## src/rtl/pool_sched.sv

```systemverilog
// pool_sched: reorders a raster activation stream into 2x2 pooling windows.
// Optional POOL_SCHED_ERR_EN adds err_o for ignored starts and act_last_i checks.
module pool_sched #(
    parameter int DATA_WIDTH    = 8,
    parameter int ADDRESS_WIDTH = 10,
    parameter int MAX_WIDTH     = 32,
    parameter int DIM_WIDTH     = 6
) (
    input  logic                     clk,
    input  logic                     rst,
    input  logic                     start_i,
    input  logic [DIM_WIDTH-1:0]     cfg_width_i,
    input  logic [DIM_WIDTH-1:0]     cfg_height_i,
    input  logic                     act_valid_i,
    output logic                     act_ready_o,
    input  logic [DATA_WIDTH-1:0]    act_data_i,
    input  logic                     act_last_i,
    output logic                     pool_valid_o,
    output logic [DATA_WIDTH-1:0]    pool_data_o,
    output logic [ADDRESS_WIDTH-1:0] pool_addr_o,
    output logic                     pool_last_o,
    output logic                     busy_o,
    output logic                     done_o
`ifdef POOL_SCHED_ERR_EN
    ,
    output logic                     err_o
`endif
);

    localparam int LB_AW = (MAX_WIDTH > 1) ? $clog2(MAX_WIDTH) : 1;

    typedef logic [DIM_WIDTH-1:0]     dim_t;
    typedef logic [DATA_WIDTH-1:0]    data_t;
    typedef logic [ADDRESS_WIDTH-1:0] addr_t;
    typedef logic [LB_AW-1:0]         lb_idx_t;

    typedef enum logic [2:0] {
        IDLE,
        EVEN_ROW,
        ODD_ROW,
        EMIT,
        DONE
    } state_t;

    localparam dim_t ONE = dim_t'(1);

    state_t     state_q;
    dim_t       w_q;
    dim_t       h_q;
    dim_t       row_q;
    dim_t       col_q;
    logic [1:0] beat_q;
    data_t      hold_q;
    data_t      cur_q;
    data_t      line_buf [MAX_WIDTH];

    logic       xfer;
    logic       cfg_ok;
    logic       col_last;
    logic       row_last;
    logic [1:0] nb;
    addr_t      w_a;
    addr_t      pix_a;
    data_t      win_data;
    addr_t      win_addr;
    logic       win_last;

    assign xfer     = act_valid_i && act_ready_o;
    assign col_last = (col_q == w_q - ONE);
    assign row_last = (row_q == h_q - ONE);

    assign cfg_ok = !cfg_width_i[0] && !cfg_height_i[0]
                 && (cfg_width_i >= dim_t'(2))
                 && (int'(cfg_width_i) <= MAX_WIDTH)
                 && (cfg_height_i >= dim_t'(2));

    // Beat to present next: 0 on the entering transfer, then count up.
    assign nb = (state_q == EMIT) ? beat_q + 2'd1 : 2'd0;

    assign w_a   = addr_t'(w_q);
    assign pix_a = addr_t'(row_q) * w_a + addr_t'(col_q);

    always_comb begin
        win_data = '0;
        win_addr = '0;
        case (nb)
            2'd0: begin
                win_data = line_buf[lb_idx_t'(col_q - ONE)];
                win_addr = pix_a - w_a - addr_t'(1);
            end
            2'd1: begin
                win_data = line_buf[lb_idx_t'(col_q)];
                win_addr = pix_a - w_a;
            end
            2'd2: begin
                win_data = hold_q;
                win_addr = pix_a - addr_t'(1);
            end
            default: begin
                win_data = cur_q;
                win_addr = pix_a;
            end
        endcase
    end

    assign win_last = (nb == 2'd3) && row_last && col_last;

`ifdef POOL_SCHED_ERR_EN
    logic is_final;
    assign is_final = (state_q == ODD_ROW) && row_last && col_last;
`else
    logic unused_last;
    assign unused_last = act_last_i;
`endif

    always_ff @(posedge clk) begin
        if (state_q == EVEN_ROW && xfer) begin
            line_buf[lb_idx_t'(col_q)] <= act_data_i;
        end
    end

    always_ff @(posedge clk) begin
        if (rst) begin
            state_q      <= IDLE;
            w_q          <= '0;
            h_q          <= '0;
            row_q        <= '0;
            col_q        <= '0;
            beat_q       <= '0;
            hold_q       <= '0;
            cur_q        <= '0;
            act_ready_o  <= 1'b0;
            pool_valid_o <= 1'b0;
            pool_data_o  <= '0;
            pool_addr_o  <= '0;
            pool_last_o  <= 1'b0;
            busy_o       <= 1'b0;
            done_o       <= 1'b0;
`ifdef POOL_SCHED_ERR_EN
            err_o        <= 1'b0;
`endif
        end else begin
            pool_valid_o <= 1'b0;
            pool_data_o  <= '0;
            pool_addr_o  <= '0;
            pool_last_o  <= 1'b0;
            done_o       <= 1'b0;
`ifdef POOL_SCHED_ERR_EN
            err_o        <= 1'b0;
            if (busy_o && start_i) begin
                err_o <= 1'b1;
            end
            if (xfer && (act_last_i != is_final)) begin
                err_o <= 1'b1;
            end
`endif
            case (state_q)
                IDLE: begin
                    if (start_i && cfg_ok) begin
                        w_q         <= cfg_width_i;
                        h_q         <= cfg_height_i;
                        row_q       <= '0;
                        col_q       <= '0;
                        beat_q      <= '0;
                        act_ready_o <= 1'b1;
                        busy_o      <= 1'b1;
                        state_q     <= EVEN_ROW;
                    end
`ifdef POOL_SCHED_ERR_EN
                    else if (start_i) begin
                        err_o <= 1'b1;
                    end
`endif
                end
                EVEN_ROW: begin
                    if (xfer) begin
                        if (col_last) begin
                            col_q   <= '0;
                            row_q   <= row_q + ONE;
                            state_q <= ODD_ROW;
                        end else begin
                            col_q <= col_q + ONE;
                        end
                    end
                end
                ODD_ROW: begin
                    if (xfer) begin
                        if (!col_q[0]) begin
                            hold_q <= act_data_i;
                            col_q  <= col_q + ONE;
                        end else begin
                            cur_q        <= act_data_i;
                            beat_q       <= 2'd0;
                            act_ready_o  <= 1'b0;
                            pool_valid_o <= 1'b1;
                            pool_data_o  <= win_data;
                            pool_addr_o  <= win_addr;
                            pool_last_o  <= win_last;
                            state_q      <= EMIT;
                        end
                    end
                end
                EMIT: begin
                    if (beat_q == 2'd3) begin
                        if (!col_last) begin
                            col_q       <= col_q + ONE;
                            act_ready_o <= 1'b1;
                            state_q     <= ODD_ROW;
                        end else if (!row_last) begin
                            col_q       <= '0;
                            row_q       <= row_q + ONE;
                            act_ready_o <= 1'b1;
                            state_q     <= EVEN_ROW;
                        end else begin
                            busy_o  <= 1'b0;
                            done_o  <= 1'b1;
                            state_q <= DONE;
                        end
                    end else begin
                        beat_q       <= nb;
                        pool_valid_o <= 1'b1;
                        pool_data_o  <= win_data;
                        pool_addr_o  <= win_addr;
                        pool_last_o  <= win_last;
                    end
                end
                DONE: begin
                    row_q   <= '0;
                    col_q   <= '0;
                    state_q <= IDLE;
                end
                default: begin
                    act_ready_o <= 1'b0;
                    busy_o      <= 1'b0;
                    state_q     <= IDLE;
                end
            endcase
        end
    end

endmodule

```

## config.mk

```make
export PLATFORM = sky130hd
export DESIGN_NAME = pool_sched
export DESIGN_NICKNAME = d
export VERILOG_FILES = /design/src/rtl/pool_sched.sv
export SDC_FILE = /design/constraint.sdc
export NUM_CORES = 1
export LEC_CHECK = 0
export ABC_AREA = 1
export BUFFER_PORTS_ARGS = -buffer_cell sky130_fd_sc_hd__buf_2
export CELL_PAD_IN_SITES_DETAIL_PLACEMENT = 1
export CELL_PAD_IN_SITES_GLOBAL_PLACEMENT = 1
export CORE_MARGIN = 5
export CORE_UTILIZATION = 35
export CTS_BUF_LIST = sky130_fd_sc_hd__clkbuf_8
export CTS_CLUSTER_DIAMETER = 200
export DETAILED_ROUTE_END_ITERATION = 10
export PLACE_DENSITY = 0.72
export SLEW_MARGIN = 20
export SYNTH_ARGS = -nofsm -noshare
export SYNTH_HDL_FRONTEND = slang
export SYNTH_SLANG_ARGS = --single-unit
```

## constraint.sdc

```tcl
create_clock -name clk -period 6.3 [get_ports clk]
set_clock_uncertainty 0.1 [all_clocks]
set_input_delay 0 -clock clk [delete_from_list [all_inputs] [get_ports clk]]
set_output_delay 0 -clock clk [all_outputs]
set_load 0.01 [all_outputs]
```

==> impl_metrics.json <==
{
  "place_ws_ns": 0.8296,
  "syn_nets": 2211,
  "hold_violations": 0,
  "ant_nets": 0,
  "synth_cells": 2127,
  "synthArstFlopShare": 0,
  "worst_setup_path_start_kind": "flop",
  "power.total_mw": 8.513,
  "peakVddDrop_mv": 0.2329,
  "power.internal_mw": 4.495,
  "finalCritPeriodShare": 0.8710,
  "switching_share": 0.4720,
  "clkPwrFrac": 0.221,
  "numPortBuffers": 46,
  "placement_rows": 83,
  "worst_ep_required_time_ns": 6.76,
  "layout_common_cells": "nand2_1 (388), o21ai_0 (304), edfxtp_1 (256)",
  "crit_path_end_kind": "flop",
  "p_comb_frac": 0.494,
  "cp-endpoint": "pool_addr_o[9]$_SDFF_PP0_",
  "arrival_ns": 5.94,
  "start_util": 0.3529,
  "placed_cell_area_um2": 18810,
  "hpwl_um": 39070,
  "yosysSeqAreaShare": 0.5008,
  "grtUsageTotal": 0.2035,
  "dp_cells": 2753,
  "ioPinCount": 48,
  "drc": 0,
  "initialDrtViolationCount": 1213,
  "netlist_area_um2": 18070,
  "leakage_nw": 8.028,
  "pwr-share-seq": 0.285,
  "grt_setup_unrepaired": "false",
  "area_delta_synth_final_pct": 11.38,
  "yosysWarnings": 0,
  "reg2reg_setup_slack_ns": 0.81,
  "timing.max_cap.violations": 0,
  "avgSynthCellArea_um2": 8.495,
  "final_area_um2": 20130,
  "fin_crit_ns": 5.487,
  "grt_max_degree": 237,
  "vias": 15691,
  "grt_pass1_wl_um": 91890,
  "cts_max_level": 2,
  "switching_power_mw": 4.018,
  "gp_congestion": 0.8500,
  "antenna_found_initial": 0,
  "worst_slew_pin_slew_ns": 1.103,
  "crit_type": "reg -> reg",
  "final_common_cell": "nand2_1",
  "cts_buffer_depth": 3,
  "cts_root_buf": "clkbuf_8",
  "drive_gt1_frac": 0.08318,
  "synth_top_flop_cell": "edfxtp_1",
  "r2r_cells": 25,
  "fin_ws_ns": 0.8130,
  "fmax_mhz": 182.2,
  "gr-total-overflow": 0,
  "fillerInstances": 6081,
  "slew_headroom": 0.2641,
  "maxSlewViolCount": 0,
  "setup_viol": 0,
  "critPathLaunch": "row_q[2]$_SDFFE_PP0P_",
  "whs_ns": 0.04114,
  "cp_max_fo": 12,
  "die-width_um": 237.2,
  "status": "finished clean",
  "clkSlewWorstSetupHoldPaths_ns": 0.05,
  "avgViaCountPerCell": 5.448,
  "drt-wirelength-per-cell_um": 20.27,
  "finalCoreUtilization": 0.3931,
  "r2r_end": "pool_addr_o[9]$_SDFF_PP0_",
  "die-area_um2": 56270,
  "ys_ff_latch": 324,
  "n_antenna_cell": 0,
  "firstDrtPassIters": 5,
  "hp-class": "in -> reg",
  "clkSinkCount": 324,
  "cts_tree": "done",
  "setup-tns-final_ns": 0,
  "grt_pass1_vias": 16352,
  "wl_um": 58380,
  "core_um2": 51200,
  "r2r_start": "row_q[2]$_SDFFE_PP0P_",
  "cellPowerDensity_nw_per_um2": 423.0,
  "cts_buffers": 57,
  "fin_nets": 2240,
  "synth_edf_count": 256,
  "finalNonFillerCells": 2880,
  "netlist-cell-type-count": 48,
  "chipHeight_um": 237.2,
  "clock_latency_ns": 0.70
}
-- metal layers --
metal  global-route usage  share of wire  up-vias
met3              0.02599          0.049       94
li1                     -              -     7368
met5                    0              0        -
met2               0.3448           0.48      373
met4              0.05755          0.024        0
met1               0.2757           0.45     7856
-- critical path: stages (launching register included) --
cell	delay, ns
dfxtp_1	0.61
nand2_1	0.15
fa_1	0.52
fa_1	0.50
inv_1	0.05
fa_1	0.47
inv_1	0.05
fa_1	0.47
inv_1	0.04
ha_1	0.32
inv_1	0.08
xor2_1	0.31
inv_1	0.09
ha_1	0.34
nand2_1	0.08
or2_2	0.31
nand3b_1	0.11
nand2_1	0.08
nand3_1	0.09
nand2_1	0.11
nor2_2	0.17
nand3_1	0.10
nand2_1	0.08
nand3_1	0.07
nand2_1	0.06
inv_1	0.03
-- area by class of cell --
cell class / instances / area [um^2] / share of cell area
multi-input cells: 1491 / 7786 / 0.3869
repair buffers: 87 / 623.1 / 0.03096
well taps: 680 / 850.8 / 0.04228
flip-flops and latches: 324 / 9056 / 0.4500
clock buffers: 58 / 798.3 / 0.03966
clock inverters: 45 / 276.5 / 0.01374
inverters: 195 / 734.5 / 0.03649
-- power by group through the flow --
stage                     Sequential (mW)  Clock [mW]  Combinational (mW)
after global routing                 2.43        2.02                4.63
final                                2.43        1.88                4.21
after CTS                            2.42        1.92                4.18
after detailed placement             2.47           0                4.15
after global placement               2.47           0                4.02
after floorplan                      2.41           0                2.81
-- synthesized netlist by cell type (3+ instances only) --
cell	n	area, um^2
a32oi_1	10	87.58
clkbuf_1	61	229.0
o21ai_0	304	1521
nor3_1	12	60.06
dfxtp_1	68	1361
o311ai_0	5	43.79
nand2_1	388	1456
a211oi_1	3	22.52
or2_2	3	18.77
xnor2_1	11	96.34
a31oi_1	7	43.79
buf_1	15	56.30
o211ai_1	4	30.03
inv_2	9	33.78
nor2_2	4	25.02
nand2_2	8	50.05
nand4_1	27	168.9
buf_2	38	190.2
a21oi_1	217	1086
a221oi_1	3	26.28
nor2_4	7	78.83
o22ai_1	21	131.4
fa_1	20	400.4
ha_1	39	488.0
edfxtp_1	256	7687
nand3_2	6	60.06
inv_1	184	690.7
nand3_1	85	425.4
nor2_1	241	904.6
a22oi_1	16	120.1
nand3b_1	9	67.56
xor2_1	20	175.2
nor3_2	3	30.03
nand2_4	3	33.78
-- how the worst min path moves through the flow --
| stage | startpoint | end | slack [ns] | cells past startpoint |
|---|---|---|---|---|
| after global placement | cfg_height_i[4] | h_q[4]$_SDFFE_PP0P_ | 0.15 | 3 |
| after CTS | cfg_width_i[0] | busy_o$_SDFFE_PP0P_ | 0.001 | 9 |
| after detailed placement | cfg_height_i[5] | h_q[5]$_SDFFE_PP0P_ | 0.16 | 3 |
| after global routing | cfg_height_i[2] | h_q[2]$_SDFFE_PP0P_ | 0.11 | 4 |
| after floorplan | rst | h_q[0]$_SDFFE_PP0P_ | -0.02 | 1 |
| final | cfg_height_i[0] | busy_o$_SDFFE_PP0P_ | 0.04 | 9 |
-- cell families after synthesis --
group / count (synthesis) / synth area share
and+or+nand+nor: 798 / 0.1877
AOI/OAI and AO/OA: 601 / 0.1772
xor gates and xnor gates: 33 / 0.01683
DFF: 324 / 0.5008
buffers and inverters: 312 / 0.06828
adders and majority gates: 59 / 0.04917
-- sequential cells by signal (all words and copies together) (netlist names) --
signal	flops
col_q	6
beat_q	2
state_q	3
pool_last_o	1
act_ready_o	1
busy_o	1
pool_valid_o	1
row_q	6
cur_q	8
hold_q	8
w_q	6
h_q	6
line_buf	256
pool_data_o	8
done_o	1
pool_addr_o	10
-- timing repair --
item / 4_1_cts / 5_1_grt
endpoints found under the hold margin: 307 / 0
hold buffers: 24 / 0
setup endpoints to repair: 0 / 0
resized for setup: 0 / 0
setup buffers: 0 / 0
Note: power is estimated with default switching activity, not from simulation.
